==> config.mk <==
export PLATFORM = sky130hd
export DESIGN_NAME = nec_ir_transmitter_flat
export DESIGN_NICKNAME = d
export VERILOG_FILES = /design/src/rtl/nec_ir_if.sv /design/src/rtl/nec_ir_transmitter.sv /design/src/flat_wrapper.sv
export SDC_FILE = /design/constraint.sdc
export NUM_CORES = 1
export LEC_CHECK = 0
export CELL_PAD_IN_SITES_DETAIL_PLACEMENT = 0
export CELL_PAD_IN_SITES_GLOBAL_PLACEMENT = 1
export CORE_AREA = 2 2 87 122
export CTS_CLUSTER_DIAMETER = 100
export CTS_CLUSTER_SIZE = 30
export DETAILED_ROUTE_END_ITERATION = 8
export DIE_AREA = 0 0 89 124
export PLACE_DENSITY = 0.76
export SYNTH_ARGS = -nofsm -noshare
export SYNTH_HDL_FRONTEND = slang
export SYNTH_SLANG_ARGS = --single-unit
==> constraint.sdc <==
create_clock -name clk -period 4.3 [get_ports clk]
set_clock_uncertainty 0.1 [all_clocks]
set_input_delay 0.43 -clock clk [delete_from_list [all_inputs] [get_ports clk]]
set_output_delay 0.43 -clock clk [all_outputs]
set_load 0.01 [all_outputs]
==> src/rtl/nec_ir_if.sv <==
// nec_ir_if: request/status bundle between an NEC IR frame requester and the transmitter.
interface nec_ir_if;
  logic       start;
  logic [7:0] address;
  logic [7:0] command;
  logic       repeat_en;
  logic       busy;
  logic       done;
  logic       ir_envelope;
  logic       ir_out;
  modport master (output start, address, command, repeat_en, input busy, done, ir_envelope, ir_out);
  modport slave  (input start, address, command, repeat_en, output busy, done, ir_envelope, ir_out);
endinterface

==> src/rtl/nec_ir_transmitter.sv <==
// nec_ir_transmitter: NEC frame / repeat-code generator with optional 38 kHz carrier.
module nec_ir_transmitter #(
  parameter int UNIT_CYCLES  = 28125,
  parameter int CARRIER_HALF = 658,
  parameter int MODULATE     = 1,
  parameter int PERIOD_UNITS = 192
) (
  input logic     clk,
  input logic     rst_n,
  nec_ir_if.slave bus
);
  localparam int UW = $clog2(UNIT_CYCLES + 1);
  localparam int PW = $clog2(PERIOD_UNITS + 1);
  localparam int CW = $clog2(CARRIER_HALF + 1);
  localparam logic [UW-1:0] UNIT_LAST   = UW'(UNIT_CYCLES - 1);
  localparam logic [PW-1:0] PERIOD_LAST = PW'(PERIOD_UNITS - 1);
  localparam logic [CW-1:0] CAR_LAST    = CW'(CARRIER_HALF - 1);
  typedef enum logic [3:0] {
    IDLE, LEAD_MARK, LEAD_SPACE, BIT_MARK, BIT_SPACE, STOP_MARK, GAP, REP_MARK, REP_SPACE, REP_STOP
  } state_t;
  state_t          state_q, state_d;
  logic [UW-1:0]   unit_q, unit_d;
  logic [4:0]      seg_q, seg_d, dur;
  logic [PW-1:0]   period_q, period_d;
  logic [4:0]      bit_q, bit_d;
  logic [31:0]     data_q, data_d;
  logic [CW-1:0]   car_cnt_q, car_cnt_d;
  logic            car_q, car_d;
  logic            unit_tick, seg_end, period_end, car_enter;
  function automatic logic is_mark(state_t s);
    return s == LEAD_MARK || s == BIT_MARK || s == STOP_MARK || s == REP_MARK || s == REP_STOP;
  endfunction
  always_comb begin
    unit_tick  = unit_q == UNIT_LAST;
    dur        = (state_q == LEAD_MARK || state_q == REP_MARK) ? 5'd16 :
                 state_q == LEAD_SPACE ? 5'd8 :
                 state_q == REP_SPACE ? 5'd4 :
                 (state_q == BIT_SPACE && data_q[0]) ? 5'd3 : 5'd1;
    seg_end    = unit_tick && seg_q == dur - 5'd1;
    period_end = unit_tick && period_q == PERIOD_LAST;
  end
  always_ff @(posedge clk or negedge rst_n)
    if (!rst_n) state_q <= IDLE;
    else state_q <= state_d;
  always_comb begin
    state_d = state_q;
    case (state_q)
      IDLE:       state_d = bus.start ? LEAD_MARK : IDLE;
      LEAD_MARK:  state_d = seg_end ? LEAD_SPACE : LEAD_MARK;
      LEAD_SPACE: state_d = seg_end ? BIT_MARK : LEAD_SPACE;
      BIT_MARK:   state_d = seg_end ? BIT_SPACE : BIT_MARK;
      BIT_SPACE:  state_d = !seg_end ? BIT_SPACE : bit_q == 5'd31 ? STOP_MARK : BIT_MARK;
      STOP_MARK:  state_d = seg_end ? GAP : STOP_MARK;
      GAP:        state_d = !period_end ? GAP : bus.repeat_en ? REP_MARK : IDLE;
      REP_MARK:   state_d = seg_end ? REP_SPACE : REP_MARK;
      REP_SPACE:  state_d = seg_end ? REP_STOP : REP_SPACE;
      REP_STOP:   state_d = seg_end ? GAP : REP_STOP;
      default:    state_d = IDLE;
    endcase
  end
  always_comb begin
    bus.busy        = state_q != IDLE;
    bus.done        = state_q == GAP && period_end && !bus.repeat_en;
    bus.ir_envelope = is_mark(state_q);
    bus.ir_out      = is_mark(state_q) && (MODULATE == 0 || car_q);
  end
  // Period counter restarts whenever a GAP ends, so LEAD_MARK and REP_MARK both begin at 0.
  always_comb begin
    unit_d    = (state_q == IDLE || unit_tick) ? '0 : unit_q + 1'b1;
    seg_d     = (state_q == IDLE || state_q == GAP || seg_end) ? '0 : unit_tick ? seg_q + 1'b1 : seg_q;
    period_d  = (state_q == IDLE || (state_q == GAP && period_end)) ? '0 :
                unit_tick ? period_q + 1'b1 : period_q;
    data_d    = (state_q == IDLE && bus.start) ? {~bus.command, bus.command, ~bus.address, bus.address} :
                (state_q == BIT_SPACE && seg_end) ? data_q >> 1 : data_q;
    bit_d     = (state_q == IDLE) ? '0 : (state_q == BIT_SPACE && seg_end) ? bit_q + 1'b1 : bit_q;
    car_enter = state_d != state_q && is_mark(state_d);
    car_cnt_d = (car_enter || car_cnt_q == CAR_LAST) ? '0 : car_cnt_q + 1'b1;
    car_d     = car_enter ? 1'b1 : car_cnt_q == CAR_LAST ? ~car_q : car_q;
  end
  always_ff @(posedge clk or negedge rst_n)
    if (!rst_n) begin
      unit_q    <= '0;
      seg_q     <= '0;
      period_q  <= '0;
      bit_q     <= '0;
      data_q    <= '0;
      car_cnt_q <= '0;
      car_q     <= 1'b0;
    end else begin
      unit_q    <= unit_d;
      seg_q     <= seg_d;
      period_q  <= period_d;
      bit_q     <= bit_d;
      data_q    <= data_d;
      car_cnt_q <= car_cnt_d;
      car_q     <= car_d;
    end
endmodule

==> src/flat_wrapper.sv <==
// flat-port wrapper written by rule: the top's interface ports become plain ports
module nec_ir_transmitter_flat 
#(
  parameter int UNIT_CYCLES  = 28125,
  parameter int CARRIER_HALF = 658,
  parameter int MODULATE     = 1,
  parameter int PERIOD_UNITS = 192
)
  (clk, rst_n, bus_start, bus_address, bus_command, bus_repeat_en, bus_busy, bus_done, bus_ir_envelope, bus_ir_out);
  nec_ir_if bus_i ();
  input logic clk;
  input logic rst_n;
  input wire logic [$bits(bus_i.start)-1:0] bus_start;
  input wire logic [$bits(bus_i.address)-1:0] bus_address;
  input wire logic [$bits(bus_i.command)-1:0] bus_command;
  input wire logic [$bits(bus_i.repeat_en)-1:0] bus_repeat_en;
  output wire logic [$bits(bus_i.busy)-1:0] bus_busy;
  output wire logic [$bits(bus_i.done)-1:0] bus_done;
  output wire logic [$bits(bus_i.ir_envelope)-1:0] bus_ir_envelope;
  output wire logic [$bits(bus_i.ir_out)-1:0] bus_ir_out;
  assign bus_i.start = bus_start;
  assign bus_i.address = bus_address;
  assign bus_i.command = bus_command;
  assign bus_i.repeat_en = bus_repeat_en;
  assign bus_busy = bus_i.busy;
  assign bus_done = bus_i.done;
  assign bus_ir_envelope = bus_i.ir_envelope;
  assign bus_ir_out = bus_i.ir_out;
  nec_ir_transmitter #(.UNIT_CYCLES(UNIT_CYCLES), .CARRIER_HALF(CARRIER_HALF), .MODULATE(MODULATE), .PERIOD_UNITS(PERIOD_UNITS)) u_core (.clk(clk), .rst_n(rst_n), .bus(bus_i));
endmodule
==> flow_summary_export.csv, run 1 <==
group,metric,value,unit
final_layout,fin_nets,477,
die,io_pins,24,
drt,viasPerCell,5.31,
clock_network,numClockSinks,80,
critical_path,crit_slowest_cell,"dfrtp_1",
clock_network,clk_pin_slew,0.06,ns
yosys,ys_warn_count,0,
sta,rsz0062_at_grt,"no",
yosys,async_flop_share,100,%
critical_path,critical_path_class,"reg -> reg",
sta,fin_crit,3.84,ns
yosys,synthTopCellsByArea,"dfrtp_1 45%, mux2_1 7.6%, xor2_1 5.3%",
job,cap_violations,0,
clock_network,hold_buffers,0,
yosys,avgSynthCellArea,10.4,µm²
critical_path,cp_top_family,"simple AND/OR/NAND/NOR gates",
die,fp.dieW,89,µm
sta,final-setup-viol-count,0,
clock_network,cts-root-buf,"clkbuf_16",
critical_path,path_depth,12,
drt,routed_wl,8460,µm
global_route,grt_busiest_layer,"met2",
sta,maxSlewHeadroom,32.5,%
yosys,synth_seq_cells,80,
critical_path,r2r_slack,0.46,ns
yosys,synth_cell_types,61,
die,std_cell_rows,43,
die,die_area,0.0110,mm²
global_route,grt_max_degree,81,
drt,detail-route-antenna-nets,0,
critical_path,slowest_delay,0.75,ns
clock_network,post_cts_resized,0,
pwr,p_leak,2.26,nW
critical_path,cp.required,4.41,ns
critical_path,critical_path.endpoint_type,"register",
final_layout,antenna_cells,0,
critical_path,cp-start-kind,"register",
clock_network,cts_setup_buffers,0,
clock_network,clock_latency,0.33,ns
final_layout,instances_no_fill,588,
yosys,syn_inst,427,
yosys,synth_nets,456,
drt,drt-pass1-iter-count,4,
global_route,antenna_found_initial,0,
global_route,grt-ovfl-total,0,
clock_network,clk_path_buf_depth,2,
pwr,ir_worst_vdd,0.214,mV
sta,finalCritPeriodShare,89.3,%
sta,slew_violations,0,
critical_path,cp.arrival,3.94,ns
sta,fmax,260,MHz
yosys,synth_top_cell_area_share,45.1,%
sta,tightest_slew,1.01,ns
critical_path,setup.worst_path.start,"u_core.state_q[2]",
final_layout,synthToLayoutAreaGrowth,13.5,%
clock_network,numCtsBuffers,9,
critical_path,crit_path_frequent_cell,"xor2_1",
critical_path,path_cells,"nand2b_1 > nor2_1 > a21oi_1 > o21bai_1 > ha_1 > xor2_1 > xor2_1 > or4_1 > a2111o_1 > nand2_2 > buf_4 > mux2_1",
sta,hold_viol_final,0,
final_layout,layout-drive-gt1-share,12.1,%
global_route,grt_use_met1,21.2,%
global_route,grt_util_all_layers,16.9,%
yosys,syn_area,0.00444,mm²
die,coreArea,0.00990,mm²
global_route,grt_pass1_wl,14500,µm
yosys,seq_area_frac_synth,45.1,%
sta,setup_tns,0,ns
drt,num_vias,3120,
worst_hold_path,holdCritPathClass,"in -> async",
critical_path,critPathMaxFanout,31,
critical_path,worstReg2RegEnd,"u_core.data_q[10]",
clock_network,cts.htree.levels,3,
status,outcome,"completed",
critical_path,crit_end,"u_core.data_q[10]",
drt,initialDrtViolationCount,116,
clock_network,cts_tree,"built",
final_layout,final_cell_mix,"80 x dfrtp_1, 37 x nand2_1, 36 x nor2_1, 30 x mux2_1, 27 x xor2_1",
global_route,met2_usage,27.3,%
yosys,synth_area_leader_cell,"dfrtp_1",
drt,wl_per_cell,14.4,µm
yosys,synth_flop_cell,"dfrtp_1",
die,start_util,44.9,%
critical_path,reg2reg_from,"u_core.state_q[2]",
place,dp_hpwl,5750,µm
global_route,grt_pass1_vias,3082,
critical_path,worst-path-buf-inv,1,
pwr,power.density,292,mW/mm²
global_route,use_met3,4.51,%
critical_path,reg2reg_depth,12,
place,dp.cells,572,
final_layout,final_common_cell,"dfrtp_1",
die,die_h,124,µm
drt,drc_errors,0,
yosys,synth_edf_count,0,
place,place_congestion,0.893,
place,io_buffers,23,
-- cells in the mapped netlist (all sizes together) (2+ instances only) --
cell type,count
a2111oi,2
xnor2,11
nor2,36
nand2,38
a211oi,2
a21oi,11
and3,11
mux2,48
or3b,2
nand4,13
mux2i,3
and4b,2
nand3b,2
dfrtp,80
nor3,12
or3,6
ha,9
xor2,28
o32ai,2
inv,6
nand3,18
nor4b,4
nor2b,2
nand2b,4
buf,13
nor4,8
and2,2
o21ai,24
clkbuf,9
-- metal layers --
| layer | share of wire, % | vias up |
|---|---|---|
| met5 | 0 | - |
| met4 | 2.8 | 0 |
| met3 | 3.0 | 20 |
| met2 | 49 | 44 |
| met1 | 45 | 1482 |
| li1 | - | 1574 |
-- sequential cells by signal (all words and copies together) (netlist names) --
signal,cells
u_core.car_q,1
u_core.car_cnt_q,10
u_core.period_q,8
u_core.seg_q,5
u_core.bit_q,5
u_core.data_q,32
u_core.state_q,4
u_core.unit_q,15
-- kinds of logic (layout without fill, tap and decap cells) --
group                      Yosys count  after routing  share of synthesized area [%]
muxes                               51             51                           12.8
xor gates and xnor gates            39             39                           7.86
AOI/OAI and AO/OA                   52             52                           7.58
and+or+nand+nor                    168            168                           20.6
buffers and inverters               28             54                           3.46
DFF                                 80             80                           45.1
adders and majority gates            9              9                           2.54
-- area by class of cell --
type / instances / area (µm²)
Fill cell: 955 / 4860
Multi-Input combinational cell: 319 / 2290
Sequential cell: 80 / 2000
Timing Repair Buffer: 32 / 295
Clock buffer: 11 / 233
Tap cell: 135 / 169
Clock inverter: 5 / 33.8
Inverter: 6 / 22.5
-- how the worst min path moves through the flow --
stage	endpoint	startpoint	cells after the start	slack (ns)
finish	u_core.seg_q[2]	rst_n	1	0.15
global route	u_core.seg_q[2]	rst_n	1	0.26
CTS	u_core.period_q[6]	rst_n	1	0.22
detailed placement	u_core.data_q[24]	u_core.data_q[24]	1	0.37
global placement	u_core.data_q[3]	u_core.data_q[3]	1	0.36
floorplan	u_core.bit_q[0]	rst_n	0	0.03
-- worst register-to-register path: stages (launching register included) --
cell and delay (ns):
dfrtp_1 0.75, nand2b_1 0.23, nor2_1 0.06, a21oi_1 0.12, o21bai_1 0.08, ha_1 0.27, xor2_1 0.25, xor2_1 0.12
or4_1 0.41, a2111o_1 0.43, nand2_2 0.12, buf_4 0.39, mux2_1 0.39
-- power breakdown --
| part | switching, mW | internal (mW) | total, mW |
|---|---|---|---|
| combinational | 0.0186 | 0.0150 | 0.0336 |
| sequential | 0 | 0.753 | 0.753 |
| clock | 0.295 | 0.390 | 0.685 |
-- through the flow --
step                      cell area, µm²  util [%]  worst slack [ns]  hold slack (ns)  power (mW)
after floorplan                     4440         -              1.10           0.0344       0.767
after global placement              4770      48.2             0.598            0.361       0.802
after detailed placement            4770      48.2             0.478            0.373       0.802
after CTS                           5040      50.9             0.452            0.220        1.50
after global routing                5040      50.9             0.257            0.261        1.54
final                               5040      50.9             0.461            0.147        1.47
No activity file was read; power rests on OpenSTA's default activity.
==> run 2: changes to the inputs <==
--- a/config.mk
+++ b/config.mk
@@ -7,12 +7,12 @@
 export LEC_CHECK = 0
 export CELL_PAD_IN_SITES_DETAIL_PLACEMENT = 0
 export CELL_PAD_IN_SITES_GLOBAL_PLACEMENT = 1
-export CORE_AREA = 2 2 87 122
+export CORE_AREA = 2 2 142 75
 export CTS_CLUSTER_DIAMETER = 100
 export CTS_CLUSTER_SIZE = 30
 export DETAILED_ROUTE_END_ITERATION = 8
-export DIE_AREA = 0 0 89 124
-export PLACE_DENSITY = 0.76
+export DIE_AREA = 0 0 144 77
+export PLACE_DENSITY = 0.77
 export SYNTH_ARGS = -nofsm -noshare
 export SYNTH_HDL_FRONTEND = slang
 export SYNTH_SLANG_ARGS = --single-unit
==> run 2 against run 1 <==
Against the previous run: combinational power hardly changed; count of clock-buffer cells in the layout is 1 higher; non-clock buffer count is 1 lower; worst setup slack better by 0.017 ns; routed wire length is 6.4% higher; critical endpoint is now u_core.data_q[18]; highest routed layer unchanged.
==> flow_summary_export.csv, run 2 (same netlist as run 1, synthesis figures left out) <==
group,metric,value,unit
status,outcome,"completed",
sta,setup_tns,0,ns
critical_path,critical_path.endpoint_type,"register",
clock_network,hold_buffers,0,
clock_network,clock_latency,0.34,ns
die,start_util,45.1,%
pwr,power.density,303,mW/mm²
clock_network,cts_setup_buffers,0,
job,cap_violations,0,
sta,final-setup-viol-count,0,
critical_path,r2r_slack,0.48,ns
drt,drt-pass1-iter-count,4,
pwr,pwr-share-clk,48.9,%
clock_network,numCtsBuffers,9,
die,fp.dieW,144,µm
pwr,p_leak,2.28,nW
sta,hold_slack,0.150,ns
final_layout,antenna_cells,0,
drt,drc_errors,0,
sta,fin_crit,3.82,ns
critical_path,cp.required,4.41,ns
worst_hold_path,holdCritPathClass,"in -> async",
pwr,pwr-share-comb,2.2,%
sta,tightest_slew,1.02,ns
clock_network,clk_pin_slew,0.06,ns
die,die_area,0.0111,mm²
critical_path,cp.arrival,3.94,ns
global_route,grt_util_all_layers,18.3,%
final_layout,fin_nets,476,
critical_path,critPathMaxFanout,31,
clock_network,cts_tree,"built",
global_route,grt_pass1_wl,15800,µm
sta,fmax,262,MHz
sta,rsz0062_at_grt,"no",
drt,wl_per_cell,15.2,µm
final_layout,regMostFlops,"u_core.data_q",
drt,num_vias,3175,
final_layout,synthToLayoutAreaGrowth,14.2,%
pwr,sw_frac_of_total,21.3,%
place,place_congestion,0.804,
final_layout,largest_reg_flops,32,
critical_path,cp-start-kind,"register",
global_route,grt-ovfl-total,0,
clock_network,numClockSinks,80,
sta,finalCritPeriodShare,88.9,%
critical_path,reg2reg_depth,12,
final_layout,final_common_cell,"dfrtp_1",
clock_network,cts-root-buf,"clkbuf_16",
pwr,seq_power_share,48.9,%
drt,initialDrtViolationCount,131,
die,die_h,77,µm
final_layout,fillers,902,
global_route,grt_max_degree,81,
global_route,antenna_found_initial,0,
global_route,grt_pass1_vias,3086,
place,io_buffers,23,
die,io_pins,24,
pwr,ir_worst_vdd,0.168,mV
drt,routed_wl,9010,µm
die,coreArea,0.00986,mm²
critical_path,reg2reg_from,"u_core.state_q[2]",
die,std_cell_rows,26,
sta,slew_violations,0,
place,pre_cts_ws,0.514,ns
place,dp.cells,576,
place,dp_hpwl,6190,µm
clock_network,clk_path_buf_depth,2,
pwr,internal_power,1.21,mW
final_layout,layout-drive-gt1-share,12.4,%
critical_path,worstReg2RegEnd,"u_core.data_q[18]",
sta,hold_viol_final,0,
sta,final.setup.worst_slack,0.478,ns
final_layout,final_cell_mix,"80 x dfrtp_1, 37 x nand2_1, 36 x nor2_1, 30 x mux2_1, 27 x xor2_1",
pwr,net-switching-power,328,µW
final_layout,top_regs,"u_core.data_q x32, u_core.unit_q x15, u_core.car_cnt_q x10",
final_layout,instances_no_fill,592,
drt,viasPerCell,5.36,
drt,detail-route-antenna-nets,0,
sta,maxSlewHeadroom,31.9,%
critical_path,critical_path_class,"reg -> reg",
clock_network,cts.htree.levels,3,
clock_network,post_cts_resized,0,
-- run 2: cell count changes in the layout (fill, tap and decap cells not counted) --
cell / before / now
clkbuf_8: 0 / 3
clkbuf_1: 2 / 0
clkinv_2: 2 / 0
inv_6: 0 / 2
buf_4: 10 / 9
clkinvlp_4: 2 / 1
-- run 2: how the worst max path moves through the flow --
stage          slack, ns         startpoint                 to  cells past startpoint
2_1_floorplan       1.10  u_core.state_q[0]   u_core.data_q[0]                     13
3_3_place_gp        0.62  u_core.state_q[2]  u_core.data_q[18]                     12
3_5_place_dp        0.51  u_core.state_q[2]  u_core.data_q[18]                     12
4_1_cts             0.49  u_core.state_q[2]  u_core.data_q[18]                     12
5_1_grt             0.19  u_core.state_q[2]  u_core.data_q[18]                     11
6_report            0.48  u_core.state_q[2]  u_core.data_q[18]                     12
-- run 2: area by class of cell --
cell class	instances	area (µm²)	share of cell area, %
repair buffers	31	288	5.67
multi-input cells	319	2290	45.1
clock inverters	4	33.8	0.666
inverters	6	22.5	0.444
clock buffers	12	267	5.25
well taps	140	175	3.45
flip-flops and latches	80	2000	39.5
-- run 2: through the flow --
step	util (%)	instance area (µm²)	total power [mW]
after detailed placement	48.4	4770	0.802
after global placement	48.4	4770	0.802
after floorplan	-	4440	0.767
after global routing	51.5	5070	1.60
after CTS	51.5	5070	1.57
final	51.5	5070	1.54
-- run 2: critical path: stages (launching register included) --
cell,delay (ns)
dfrtp_1,0.76
nand2b_1,0.23
nor2_1,0.06
a21oi_1,0.12
o21bai_1,0.08
ha_1,0.27
xor2_1,0.25
xor2_1,0.12
or4_1,0.40
a2111o_1,0.43
nand2_2,0.11
buf_4,0.38
mux2_2,0.38
-- run 2: routing by layer --
layer  up-vias  wire [µm]  GRT usage (%)
met5         -          0              0
met4         0         53           3.82
met3         6        387           5.62
met2        52       3600           23.9
met1      1548       4960           29.1
li1       1569          -              -
-- run 2: power by group through the flow --
stage / Clock (mW) / Combinational, mW / Sequential [mW]
after floorplan: 0 / 0.000177 / 0.767
after global placement: 0 / 0.0351 / 0.767
after detailed placement: 0 / 0.0354 / 0.767
after CTS: 0.777 / 0.0355 / 0.752
after global routing: 0.807 / 0.0385 / 0.752
final: 0.752 / 0.0339 / 0.753
